--- src/rtl/store_buffer.sv ---
// store_buffer
//   Circular FIFO of pending stores between the pipeline and data memory.
//   Stores are word-aligned on entry. They drain to memory whenever the
//   memory port is not busy with a load. Loads can forward from the
//   youngest matching buffered store.
//
//   Optional feature, selected by the macro STORE_BUFFER_COALESCE_EN:
//   a store to the same aligned address as the youngest entry overwrites
//   that entry's data instead of allocating a new slot.
//
// Parameters
//   Depth     number of entries (power of 2, >= 2)
//   AdrWidth  byte-address width
//   DataWidth store word width
//
// Ports
//   clk        clock; all state updates on the rising edge
//   rst        synchronous active-low reset
//   stWrite    store request this cycle
//   stAdr      store byte address
//   stData     store word
//   ldRead     load request this cycle
//   ldAdr      load byte address
//   memBusy    memory port is used by a load this cycle
//   stall      store not accepted; the pipeline must hold
//   fwdHit     load address matches a buffered store
//   fwdData    forwarded store word (0 when fwdHit = 0)
//   memWrite   memory write strobe (head entry drain)
//   memAdr     word-aligned memory write address
//   writeData  memory write word
//   count      number of valid entries
module store_buffer #(
  parameter int Depth     = 4,
  parameter int AdrWidth  = 32,
  parameter int DataWidth = 32
) (
  input  logic                       clk,
  input  logic                       rst,
  input  logic                       stWrite,
  input  logic [AdrWidth-1:0]        stAdr,
  input  logic [DataWidth-1:0]       stData,
  input  logic                       ldRead,
  input  logic [AdrWidth-1:0]        ldAdr,
  input  logic                       memBusy,
  output logic                       stall,
  output logic                       fwdHit,
  output logic [DataWidth-1:0]       fwdData,
  output logic                       memWrite,
  output logic [AdrWidth-1:0]        memAdr,
  output logic [DataWidth-1:0]       writeData,
  output logic [$clog2(Depth):0]     count
);

  localparam int PtrW = $clog2(Depth);
  localparam int CntW = PtrW + 1;

  logic [AdrWidth-1:0]  adr_q  [Depth];
  logic [DataWidth-1:0] data_q [Depth];
  logic [Depth-1:0]     valid_q;
  logic [PtrW-1:0]      head_q;
  logic [PtrW-1:0]      tail_q;
  logic [CntW-1:0]      count_q;
  logic [CntW-1:0]      count_d;

  logic [AdrWidth-1:0]  st_aligned;
  logic [AdrWidth-1:0]  ld_aligned;
  logic                 full;
  logic                 drain;
  logic                 coalesce;
  logic                 enq;
  logic [PtrW-1:0]      idx;

  assign st_aligned = {stAdr[AdrWidth-1:2], 2'b00};
  assign ld_aligned = {ldAdr[AdrWidth-1:2], 2'b00};
  assign full       = (count_q == CntW'(Depth));
  // rst gating here keeps every output at 0 while reset is held.
  assign drain      = rst & (count_q != '0) & ~memBusy;

`ifdef STORE_BUFFER_COALESCE_EN
  logic [PtrW-1:0] youngest;
  assign youngest = tail_q - PtrW'(1);
  // The youngest entry is the head only when count is 1; if that head is
  // leaving this cycle it cannot absorb the store.
  assign coalesce = rst & stWrite & (count_q != '0) & valid_q[youngest]
                  & (adr_q[youngest] == st_aligned)
                  & ~(drain & (youngest == head_q));
`else
  assign coalesce = 1'b0;
`endif

  assign enq   = rst & stWrite & ~coalesce & (~full | drain);
  assign stall = rst & stWrite & ~coalesce & full & ~drain;
  assign count = count_q;

  assign memWrite  = drain;
  assign memAdr    = drain ? adr_q[head_q]  : '0;
  assign writeData = drain ? data_q[head_q] : '0;

  // Scan oldest to youngest so the last match seen is the youngest.
  always_comb begin
    fwdHit  = 1'b0;
    fwdData = '0;
    idx     = '0;
    for (int unsigned i = 0; i < Depth; i++) begin
      idx = head_q + PtrW'(i);
      if (rst && ldRead && valid_q[idx] && (adr_q[idx] == ld_aligned)) begin
        fwdHit  = 1'b1;
        fwdData = data_q[idx];
      end
    end
  end

  always_comb begin
    count_d = count_q;
    case ({enq, drain})
      2'b10:   count_d = count_q + CntW'(1);
      2'b01:   count_d = count_q - CntW'(1);
      default: count_d = count_q;
    endcase
  end

  always_ff @(posedge clk) begin
    if (!rst) begin
      head_q  <= '0;
      tail_q  <= '0;
      count_q <= '0;
      valid_q <= '0;
    end else begin
      if (drain) begin
        valid_q[head_q] <= 1'b0;
        head_q          <= head_q + PtrW'(1);
      end
      // When full and draining, head == tail; this later write re-validates
      // the slot for the incoming store.
      if (enq) begin
        valid_q[tail_q] <= 1'b1;
        tail_q          <= tail_q + PtrW'(1);
      end
      count_q <= count_d;
    end
  end

  // Payload storage needs no reset; valid_q qualifies every use.
  always_ff @(posedge clk) begin
    if (enq) begin
      adr_q[tail_q]  <= st_aligned;
      data_q[tail_q] <= stData;
    end
`ifdef STORE_BUFFER_COALESCE_EN
    if (coalesce) begin
      data_q[youngest] <= stData;
    end
`endif
  end

endmodule

--- config.mk ---
export PLATFORM = sky130hd
export DESIGN_NAME = store_buffer
export DESIGN_NICKNAME = d
export VERILOG_FILES = /design/src/rtl/store_buffer.sv
export SDC_FILE = /design/constraint.sdc
export NUM_CORES = 1
export LEC_CHECK = 0
export BUFFER_PORTS_ARGS = -buffer_cell sky130_fd_sc_hd__buf_2
export CAP_MARGIN = 20
export CORE_MARGIN = 1
export CORE_UTILIZATION = 46
export CTS_BUF_LIST = sky130_fd_sc_hd__clkbuf_8
export DETAILED_ROUTE_END_ITERATION = 10
export GPL_ROUTABILITY_DRIVEN = 0
export PLACE_DENSITY = 0.64
export SLEW_MARGIN = 25
export SYNTH_ARGS = -nofsm -noshare
export SYNTH_HDL_FRONTEND = slang
export SYNTH_SLANG_ARGS = --single-unit
--- constraint.sdc ---
create_clock -name clk -period 8.8 [get_ports clk]
set_input_delay 1.32 -clock clk [delete_from_list [all_inputs] [get_ports clk]]
set_output_delay 1.32 -clock clk [all_outputs]
set_load 0.01 [all_outputs]
==> run summary <==
Count of synthesis-stage warnings from yosys - 0
Combinational share of power - 25.0%
Drt total wl - 49900 um
Number of buffers added for setup after CTS - 0
Site row count - 71
Initial core utilization - 46.9%
Final sum of negative setup slack - 0 ns
Cells after synthesis - 1437
Most used flip-flop cell after synthesis - edfxtp_1
Clock root buffer - clkbuf_8
Clock latency on the worst-skew pair - 0.58 ns
Count of final max-slew check failures - 0
Core region area - 37800 um2
Type of element launching the critical path - flop
Maximum clock frequency - 128 MHz
Total congestion overflow - 0
Drt initial violations - 1088
Fillers - 3262
Global router's overall resource usage - 25.4%
Kind of end point of the critical path - output port
Slew @ Worst Pin - 1.01 ns
NumNets Final - 1677
Number of register bits inferred by synthesis - 261
Post-Route Skew - 0.0132 ns
Cell types occupying the most area after synthesis - edfxtp_1 42%, mux4_2 17%, mux2i_1 5.9%
Data arrival time of the worst path - 6.52 ns
Proportion of register bits with asynchronous set or reset after synthesis - 0%
Worst min path class - flop to flop
Maximum number of pins on one net before global-route repair - 143
DR vias - 12989
P_int - 2.24 mW
Max-cap violation count - 0
Run status - completed
Cell area after layout - 19600 um2
Share of the clock period used by the worst path after layout - 89.1%
Cell area after synthesis - 17700 um2
Relative slew slack - 32.5%
Number of hold violations in the final report - 0
Number of top-level design ports - 203
Data required time at the worst endpoint - 7.48 ns
Commonest cells post-synth - 248 x edfxtp_1, 143 x nor2_1, 135 x mux4_2
P&R area growth vs syn - 10.9%
Die Outline Area - 39300 um2
Number of enable flip-flop cells after synthesis - 248
Share of power burned in the clock network - 30.1%
Router iterations before antenna repair - 5
Number of vias per cell - 6.13
Dominant cell type by area after synthesis - edfxtp_1
Number of DRC violations after detailed routing - 0
Die extent in x - 198 um
Post-synth top area share - 42.0%
Vias in the first global route - 12744
Proportion of layout cells with a drive suffix above 1 - 31.5%
Static power due to leakage - 6.56 nW
Chip Height - 198 um
Switching share of power - 30.3%
TritonCTS sink count - 261
Kind of critical path - flop to output port
Synth Area per Inst - 12.3 um2
Maximum fanout along the worst path - 64
Final critical-path required period - 7.84 ns
Switching power summed over all nets - 0.976 mW
Placed cell areas - 18900 um2
Routed wire per std cell - 23.6 um
Worst supply voltage drop on vdd - 0.000102 V
Count of input and output buffers - 196
Number of endpoints failing setup at the final stage - 0
Most common cell in the netlist - edfxtp_1
Number of antenna violations at the first check in global routing - 13
Number of buffers inserted during clock tree synthesis - 44
DP Wirelength - 31700 um
Cell Pwr Density - 164 nW/um2
Clock edge transition at the registers on the reported setup and hold paths - 0.06 ns
Setup repair after global routing missed its margin - no
Post-synthesis sequential area ratio - 43.5%
Reg power frac - 44.9%
Synth unique cells - 62
Maximum number of buffers from clock root to sink - 3
CTS-repair resized insts - 0
CTS tree - done
First-pass GRT wire length - 74300 um
Number of nets with antenna violations after detailed routing - 0
Count of hold-fix buffers inserted at cts - 0
Number of H-tree levels - 2
==> critical path, cell delays in order (launching register included) <==
cell	delay, ns
dfxtp_4	0.72
inv_1	0.31
ha_4	0.92
buf_4	0.44
mux4_2	0.56
xnor2_1	0.19
nand4_1	0.21
nor4_4	0.17
buf_4	0.49
nand2_1	0.18
o21ai_4	0.80
buf_4	0.32
o211ai_1	0.11
a31oi_1	0.29
buf_2	0.18
==> placed cells by master, fill, tap and decap left out, types with 33 or more instances in the layout <==
| master | instances |
|---|---|
| buf_2 | 196 |
| xnor2_1 | 73 |
| a21oi_1 | 111 |
| nand2_1 | 33 |
| o211ai_1 | 39 |
| mux2i_1 | 105 |
| nand2b_1 | 33 |
| mux4_2 | 135 |
| mux2_2 | 49 |
| inv_1 | 64 |
| a31oi_1 | 39 |
| and2_1 | 33 |
| edfxtp_1 | 248 |
| clkbuf_8 | 45 |
| nor2_1 | 143 |
==> flip-flops by register name (all words and copies together), names as in the netlist, named ones only <==
signal and count:
count 3, data_q 128, valid_q 4, tail_q 2
adr_q 120, head_q 2
==> worst paths after layout <==
check / startpoint / endpoint / slack (ns) / cells after the start
max: head_q[1]$_SDFFE_PN0N_ / fwdData[24] / 0.96 / 14
min: tail_q[1]$_SDFFE_PN0P_ / tail_q[1]$_SDFFE_PN0P_ / 0.51 / 2
min reg2reg: tail_q[1]$_SDFFE_PN0P_ / tail_q[1]$_SDFFE_PN0P_ / 0.51 / 2
max reg2reg: head_q[1]$_SDFFE_PN0N_ / head_q[1]$_SDFFE_PN0N_ / 5.64 / 5
==> power by group through the flow <==
stage | sequential (mW) | clock (mW) | combinational, mW
2_1_floorplan | 1.44 | 0 | 0.646
3_3_place_gp | 1.47 | 0 | 0.788
3_5_place_dp | 1.47 | 0 | 0.799
4_1_cts | 1.44 | 0.988 | 0.803
5_1_grt | 1.45 | 1.04 | 0.869
6_report | 1.44 | 0.969 | 0.804
==> stage by stage <==
step | cells | total power [mW] | setup slack, ns | hold WS [ns] | util [%]
floorplan | 1438 | 2.09 | 3.74 | 0.469 | -
global placement | 2031 | 2.26 | 1.58 | 0.487 | 49.9
detailed placement | 2031 | 2.27 | 1.57 | 0.503 | 49.9
CTS | 2110 | 3.24 | 0.929 | 0.518 | 52.0
global route | 2114 | 3.36 | 0.706 | 0.564 | 52.0
finish | 2118 | 3.22 | 0.959 | 0.514 | 52.0
==> final cells by class <==
cell class	count	area [um2]	area share, %
antenna	8	20.0	0.102
clock buffer	45	619	3.15
clock inverter	34	148	0.752
inverter	50	188	0.955
multi-input combinational	995	9180	46.7
sequential	261	7720	39.3
tap	511	639	3.25
timing repair buffer	214	1130	5.76
==> metal layers <==
| metal | vias to the layer above | track usage (%) | part of all wire (%) |
|---|---|---|---|
| li1 | 5806 | - | - |
| met1 | 6500 | 33.2 | 41 |
| met2 | 567 | 41.1 | 48 |
| met3 | 106 | 5.69 | 8.0 |
| met4 | 10 | 9.68 | 2.6 |
| met5 | - | 0 | 0.12 |
==> logic make-up after synthesis <==
kind of cell / synth area share [%]
AND/OR/NAND/NOR: 10.1
multiplexers: 26.8
flip-flops: 43.5
AO/OA/AOI/OAI: 8.91
buffers and inverters: 4.92
XOR/XNOR: 4.98
adder cells (fa/ha/maj): 0.749
other: 0.0212
(Power assumes the default switching activity.)
